==> config.mk <==
export PLATFORM = sky130hd
export DESIGN_NAME = mb_axil_reg_slave
export DESIGN_NICKNAME = d
export VERILOG_FILES = /design/src/rtl/mb_axil_pkg.sv /design/src/rtl/mb_axil_reg_slave.sv
export SDC_FILE = /design/constraint.sdc
export NUM_CORES = 1
export LEC_CHECK = 0
export ABC_CLOCK_PERIOD_IN_PS = 11900
export BUFFER_PORTS_ARGS = -buffer_cell sky130_fd_sc_hd__buf_4
export CORE_ASPECT_RATIO = 1.25
export CORE_MARGIN = 10
export CORE_UTILIZATION = 30
export CTS_CLUSTER_DIAMETER = 30
export DETAILED_ROUTE_END_ITERATION = 16
export PLACE_DENSITY_LB_ADDON = 0.1
export SLEW_MARGIN = 20
export SYNTH_ARGS = -nofsm -noshare
export SYNTH_HDL_FRONTEND = slang
export SYNTH_SLANG_ARGS = --single-unit
==> constraint.sdc <==
create_clock -name CLK -period 11.9 [get_ports CLK]
set_input_delay 1.19 -clock CLK [delete_from_list [all_inputs] [get_ports CLK]]
set_output_delay 1.19 -clock CLK [all_outputs]
set_load 0.1 [all_outputs]
==> src/rtl/mb_axil_pkg.sv <==
// Shared AXI4-Lite constants and the byte-lane merge used by register writes.
package mb_axil_pkg;

   localparam int DATA_W = 32;
   localparam int STRB_W = 4;

   localparam logic [1:0] RESP_OKAY   = 2'b00;
   localparam logic [1:0] RESP_SLVERR = 2'b10;

   // Replace only the byte lanes whose strobe bit is set.
   function automatic logic [DATA_W-1:0] merge_bytes(input logic [DATA_W-1:0] old_v,
                                                     input logic [DATA_W-1:0] new_v,
                                                     input logic [STRB_W-1:0] strb);
      logic [DATA_W-1:0] res;
      res = old_v;
      for (int b = 0; b < STRB_W; b++) begin
         if (strb[b]) res[8*b +: 8] = new_v[8*b +: 8];
      end
      return res;
   endfunction

endpackage

==> src/rtl/mb_axil_reg_slave.sv <==
// AXI4-Lite register bank: NUM_REGS RW control words plus a read-only status word.
// Optional macro MB_AXIL_REG_IRQ_EN adds an IRQ_MASK register and a registered IRQ output.
module mb_axil_reg_slave
   import mb_axil_pkg::*;
#(
   parameter int ADDR_W   = 8,
   parameter int NUM_REGS = 4
) (
   input  logic                       CLK,
   input  logic                       RESET,
   input  logic [ADDR_W-1:0]          S_AXI_AWADDR,
   input  logic                       S_AXI_AWVALID,
   output logic                       S_AXI_AWREADY,
   input  logic [DATA_W-1:0]          S_AXI_WDATA,
   input  logic [STRB_W-1:0]          S_AXI_WSTRB,
   input  logic                       S_AXI_WVALID,
   output logic                       S_AXI_WREADY,
   output logic [1:0]                 S_AXI_BRESP,
   output logic                       S_AXI_BVALID,
   input  logic                       S_AXI_BREADY,
   input  logic [ADDR_W-1:0]          S_AXI_ARADDR,
   input  logic                       S_AXI_ARVALID,
   output logic                       S_AXI_ARREADY,
   output logic [DATA_W-1:0]          S_AXI_RDATA,
   output logic [1:0]                 S_AXI_RRESP,
   output logic                       S_AXI_RVALID,
   input  logic                       S_AXI_RREADY,
`ifdef MB_AXIL_REG_IRQ_EN
   output logic                       IRQ,
`endif
   output logic [DATA_W*NUM_REGS-1:0] REG_OUT,
   input  logic [DATA_W-1:0]          STATUS_IN
);

   localparam int IDX_W = ADDR_W - 2;
   localparam logic [IDX_W-1:0] STATUS_IDX = IDX_W'(NUM_REGS);
`ifdef MB_AXIL_REG_IRQ_EN
   localparam logic [IDX_W-1:0] MASK_IDX   = IDX_W'(NUM_REGS + 1);
   logic [DATA_W-1:0] irq_mask;
`endif

   logic [DATA_W-1:0] regs [NUM_REGS];
   logic              aw_full, w_full;
   logic [IDX_W-1:0]  aw_idx;
   logic [DATA_W-1:0] w_data;
   logic [STRB_W-1:0] w_strb;
   logic              aw_hs, w_hs, ar_hs, wr_ok;
   logic [IDX_W-1:0]  rd_idx;
   logic [DATA_W-1:0] rd_word;
   logic [1:0]        rd_resp;
   logic              unused_addr_bits;

   // A transfer happens on an edge where VALID and READY are both high; VALID
   // and payload then hold steady until that edge. READY is forced low in reset.
   assign S_AXI_AWREADY = !RESET && !aw_full && !S_AXI_BVALID;
   assign S_AXI_WREADY  = !RESET && !w_full  && !S_AXI_BVALID;
   assign S_AXI_ARREADY = !RESET && !S_AXI_RVALID;
   assign aw_hs = S_AXI_AWVALID && S_AXI_AWREADY;
   assign w_hs  = S_AXI_WVALID  && S_AXI_WREADY;
   assign ar_hs = S_AXI_ARVALID && S_AXI_ARREADY;
   assign rd_idx = S_AXI_ARADDR[ADDR_W-1:2];
   assign unused_addr_bits = ^{S_AXI_AWADDR[1:0], S_AXI_ARADDR[1:0]};

   for (genvar g = 0; g < NUM_REGS; g++) begin : g_out
      assign REG_OUT[DATA_W*g +: DATA_W] = regs[g];
   end

   always_comb begin
      wr_ok = (aw_idx < STATUS_IDX);
`ifdef MB_AXIL_REG_IRQ_EN
      if (aw_idx == MASK_IDX) wr_ok = 1'b1;
`endif
   end

   always_comb begin
      rd_word = '0;
      rd_resp = RESP_SLVERR;
      for (int i = 0; i < NUM_REGS; i++) begin
         if (rd_idx == IDX_W'(i)) begin
            rd_word = regs[i];
            rd_resp = RESP_OKAY;
         end
      end
      if (rd_idx == STATUS_IDX) begin
         rd_word = STATUS_IN;
         rd_resp = RESP_OKAY;
      end
`ifdef MB_AXIL_REG_IRQ_EN
      if (rd_idx == MASK_IDX) begin
         rd_word = irq_mask;
         rd_resp = RESP_OKAY;
      end
`endif
   end

   // Commit happens the edge after both holding slots are full.
   always_ff @(posedge CLK or posedge RESET) begin
      if (RESET) begin
         aw_full      <= 1'b0;
         w_full       <= 1'b0;
         aw_idx       <= '0;
         w_data       <= '0;
         w_strb       <= '0;
         S_AXI_BVALID <= 1'b0;
         S_AXI_BRESP  <= RESP_OKAY;
         for (int i = 0; i < NUM_REGS; i++) regs[i] <= '0;
`ifdef MB_AXIL_REG_IRQ_EN
         irq_mask     <= '0;
`endif
      end else begin
         if (S_AXI_BVALID && S_AXI_BREADY) S_AXI_BVALID <= 1'b0;
         if (aw_full && w_full) begin
            aw_full      <= 1'b0;
            w_full       <= 1'b0;
            S_AXI_BVALID <= 1'b1;
            S_AXI_BRESP  <= wr_ok ? RESP_OKAY : RESP_SLVERR;
            for (int i = 0; i < NUM_REGS; i++) begin
               if (aw_idx == IDX_W'(i)) regs[i] <= merge_bytes(regs[i], w_data, w_strb);
            end
`ifdef MB_AXIL_REG_IRQ_EN
            if (aw_idx == MASK_IDX) irq_mask <= merge_bytes(irq_mask, w_data, w_strb);
`endif
         end else begin
            if (aw_hs) begin
               aw_full <= 1'b1;
               aw_idx  <= S_AXI_AWADDR[ADDR_W-1:2];
            end
            if (w_hs) begin
               w_full <= 1'b1;
               w_data <= S_AXI_WDATA;
               w_strb <= S_AXI_WSTRB;
            end
         end
      end
   end

   always_ff @(posedge CLK or posedge RESET) begin
      if (RESET) begin
         S_AXI_RVALID <= 1'b0;
         S_AXI_RDATA  <= '0;
         S_AXI_RRESP  <= RESP_OKAY;
      end else if (ar_hs) begin
         S_AXI_RVALID <= 1'b1;
         S_AXI_RDATA  <= rd_word;
         S_AXI_RRESP  <= rd_resp;
      end else if (S_AXI_RVALID && S_AXI_RREADY) begin
         S_AXI_RVALID <= 1'b0;
      end
   end

`ifdef MB_AXIL_REG_IRQ_EN
   always_ff @(posedge CLK or posedge RESET) begin
      if (RESET) IRQ <= 1'b0;
      else       IRQ <= |(STATUS_IN & irq_mask);
   end
`endif

endmodule

Word level (Yosys, flattened, before mapping)
Cells that the tools add are included.

Add/subtract/negate cells: 0. Multiply operators: 0. Divide/modulo/power cells: 0. Magnitude comparators: 1. Equal/unequal tests: 7. Shift operators: 0. Multiplexer cells: 19. Bitwise gates (word level): 1. Reduce and logical (&&, ||, !) cells: 40.

Operator list (count): 2-to-1 mux 32 bit (5); AND reduction 3 bit (16); == test 6 x 2 -> 1 bit (second input constant) (4); == test 6 x 1 -> 1 bit (second input constant) (2); logical NOT 6 bit (2); 2-to-1 mux 2 bit (6); logical AND 1 bit (11); 2-to-1 mux 1 bit (8); nonzero test 2 bit (4); == test 6 x 3 -> 1 bit (second input constant) (1); less-than comparator 6 x 3 -> 1 bit (second input constant) (1); logical NOT 1 bit (5); AND reduction 2 bit (2); inverter 1 bit (1).

Bits in registers: 210. Bits in latches: 0. Memory bits (writable): 0. Memory bits (read-only): 0. Bits of input ports: 91. Output and inout port bits: 169. Memories kept: 0.

Depth between registers and ports, before layout
Depth in word-level cells: 6. Depth in mapped cells: 7. Mapped depth without buffers: 4.

Worst setup path before layout
OpenSTA, ideal clock, no wires.

Path type: input to output. Start point: in RESET. End point: out S_AXI_AWREADY. Arrival time: 3284 ps. Data required time: 10710 ps. Path slack: 7426 ps. Cell stages on the path: 1. Path buffers: 0. Cells stage by stage: nor3_1.

Longest elaborated chain between the ends: 3.

RTL lines: start, declared (line mb_axil_reg_slave.sv:10) `input logic RESET,`; logical NOT 1 bit (no line); logical AND 1 bit (2 in a row) (line mb_axil_reg_slave.sv:55) `assign S_AXI_AWREADY = !RESET && !aw_full && !S_AXI_BVALID;`; end, declared (line mb_axil_reg_slave.sv:13) `output logic S_AXI_AWREADY,`.

No other way between the ends.

Final worst setup path
Start point: in RESET. End point: out S_AXI_ARREADY.

Longest elaborated chain between the ends: 2.

RTL lines: logical NOT 1 bit (no line); logical AND 1 bit (line mb_axil_reg_slave.sv:57) `assign S_AXI_ARREADY = !RESET && !S_AXI_RVALID;`; end, declared (line mb_axil_reg_slave.sv:23) `output logic S_AXI_ARREADY,`.

No other way between the ends.

==> qor.txt <==
Outcome: finished, final reports clean
Final setup skew: 0.0249 ns
Post-synth top area share: 54.9%
I/O Pins: 260
Share of layout cells above drive strength 1: 51.8%
Post-Syn Area: 9470 um^2
Vias: 6,972
Fin area: 13,300 um^2
TritonCTS Buffers: 48
Logic pwr share: 36.8%
N_diodes: 0
CP arrival: 1.98 ns
Detailed Route WL: 33,000 um
Critical Path Start Type: primary input
Final min period: 3.17 ns
Power Density: 287 nW/um^2
Worst-path fanout max: 4
Area grow syn2layout: 40.9%
Fin. max-slew vios: 0
Fillcell total: 2,990
Fraction of power consumed by sequential logic: 28.2%
GRT Total Usage: 16.5%
Final setup margin: 8.73 ns
NetSw: 1640 uW
Largest net degree at the start of global routing: 90
Die height: 219 um
First-pass GRT wire length: 49,100 um
CTS resizes: 0
Drc violations: 0
CTS Buffer Depth: 3
H-tree depth: 2
WP data required: 10.71 ns
Die ar.: 39,100 um^2
Root Buffer: clkbuf_16
Hold_buf cts: 0
DRT antenna net count: 0
Final Hold Viols: 0
Core Region: 31,100 um^2
Clk pwr share: 34.9%
CTS tree: yes
Max Fclk: 315 MHz
Total congestion overflow: 0
Dpl ws: 8.23 ns
Worst-path clk slew: 0.04 ns
Part of the Yosys area used for sequential elements: 54.9%
Relative slew slack: 40.8%
Period utilization: 26.7%
Max_cap viols: 0
Post-CTS Setup Bufs: 0
Ys Warns: 0
Final Wtd Congestion: 0.730
Cell Chain, Critical Path: buf_4 > nor2_1 > buf_4
Crit end category: output port
Unrepaired setup endpoints after global routing: false
Worst Max-Slew Pin Slew: 0.889 ns
Wirelength per Cell: 23.1 um
Vias in the first global route: 7,628
Later-pin clock latency in the skew report: 0.55 ns
Slowest stage cell, crit path: buf_4
Largest stage delay, worst path: 0.36 ns
Synth area leader: dfrtp_1
Cells after synthesis: 721
Area contributors post-synth: dfrtp_1 (55%), mux2_2 (16%), mux2_4 (5.1%)
Clock Sinks: 208
Initial drt markers: 373
Post-DP Area: 11,700 um^2
Worst-case vdd ir drop: 0.165 mV
Post-DR vias/cell: 4.89
# setup viols final: 0
Nets: 1,073
Leakage: 0.00649 uW
Avg Cell Area, Syn: 13.1 um^2
# port buffers: 253
WHS: 0.484 ns
Initial antenna violation count: 1
Total chip power: 3830 uW
Die X: 179 um
Count of different cell masters after synthesis: 37
Synthesis-stage register bit count: 208
Switching share of power: 42.8%
Starting density of the core: 30.5%
Final HPWL DP: 21,900 um
Internal: 2190 uW
Setup Crit Path Kind: primary input to output port
Most used cell along the critical path: buf_4
FP Rows: 72
Final TNS setup: 0 ns
First-pass DRT Iterations: 4
Hold Crit Class: flip-flop to flip-flop
## cells by family after synthesis
logic type	share of synthesized area, %
buf+inv	3.17
compound gates	8.35
mux	24.9
simple gates	8.64
other cells	0.0396
flops	54.9
## through the flow
stage	cells	utilization [%]
after floorplan	722	-
after global placement	1339	37.6
after detailed placement	1339	37.6
after CTS	1426	43.0
after global routing	1426	43.0
final	1426	43.0
## sequential cells by signal (all words and copies together), names as in the netlist
| name | flops |
|---|---|
| REG_OUT | 128 |
| S_AXI_RDATA | 32 |
| w_data | 32 |
| aw_idx | 6 |
| w_strb | 4 |
| S_AXI_BRESP | 1 |
| S_AXI_BVALID | 1 |
| S_AXI_RRESP | 1 |
| S_AXI_RVALID | 1 |
| aw_full | 1 |
| w_full | 1 |
## area by class of cell
type / instances / area (um^2) / area share, %
clock inverters: 20 / 267 / 2.00
clock buffers: 67 / 1380 / 10.4
flip-flops and latches: 208 / 5200 / 39.0
inverters: 4 / 22.5 / 0.169
multi-input cells: 457 / 3990 / 29.9
repair buffers: 263 / 1970 / 14.8
well taps: 407 / 509 / 3.81
## critical path, delay by kind of cell
kind	cells	cell delay, ns
buffers and inverters	2	0.50
AND/OR/NAND/NOR	1	0.29
## routing by layer
layer | vias up | share of wire (%) | GRT usage, %
met5 | - | 0.039 | 0
met4 | 2 | 1.5 | 4.14
met3 | 44 | 8.3 | 5.55
met2 | 223 | 50 | 27.7
met1 | 3525 | 40 | 19.9
li1 | 3178 | - | -
## power by group through the flow
stage	sequential [uW]	combinational (uW)	clock [uW]
2_1_floorplan	1840	315	0
3_3_place_gp	1090	1420	0
3_5_place_dp	1090	1430	0
4_1_cts	1080	1430	1360
5_1_grt	1110	1460	1400
6_report	1080	1410	1340
## Yosys cell counts
master,n
a211oi_1,27
a21o_1,1
a21oi_1,3
a221oi_1,3
a222oi_1,2
and2_1,3
and3_1,6
and4_1,27
buf_12,4
buf_2,11
buf_4,2
clkbuf_1,36
conb_1,1
dfrtp_1,208
inv_1,4
mux2_1,5
mux2_2,133
mux2_4,32
mux2i_1,32
nand2_1,40
nand2_2,8
nand2b_1,1
nand3b_1,19
nor2_1,4
nor2b_1,1
nor2b_4,4
nor3_1,3
nor3b_4,2
nor4_1,2
o21ai_0,70
o21ai_1,8
o21bai_1,1
o2bb2ai_1,13
o31ai_1,1
or3_1,2
or3_4,1
or4_4,1
## layout by cell type, fill, tap and decap left out, types with 3 or more instances in the layout
master,netlist,layout
buf_4,2,263
dfrtp_1,208,208
mux2_2,133,133
o21ai_0,70,70
clkbuf_16,0,49
nand2_1,40,39
mux2i_1,32,32
mux2_4,32,32
and4_1,27,27
a211oi_1,27,27
nand3b_1,19,19
o2bb2ai_1,13,13
nand2_2,8,9
clkbuf_8,0,9
clkbuf_1,36,9
clkinv_2,0,9
o21ai_1,8,8
and3_1,6,6
bufinv_16,0,6
mux2_1,5,5
nor2_1,4,4
nor2b_4,4,4
a221oi_1,3,3
a21oi_1,3,3
inv_1,4,3
## worst paths after layout
check	start	to	slack, ns	cells after the start
max reg2reg	aw_idx[2]$_DFFE_PP0P_	REG_OUT[14]$_DFFE_PP0P_	9.54	4
min in group asynchronous	RESET	w_full$_DFFE_PP0P_	0.77	2
max	RESET	S_AXI_ARREADY	8.73	3
max in group asynchronous	RESET	REG_OUT[30]$_DFFE_PP0P_	9.78	3
min	S_AXI_RDATA[6]$_DFFE_PP0P_	S_AXI_RDATA[6]$_DFFE_PP0P_	0.48	2
min reg2reg	S_AXI_RDATA[6]$_DFFE_PP0P_	S_AXI_RDATA[6]$_DFFE_PP0P_	0.48	2
Note: power is estimated with default switching activity, not from simulation.
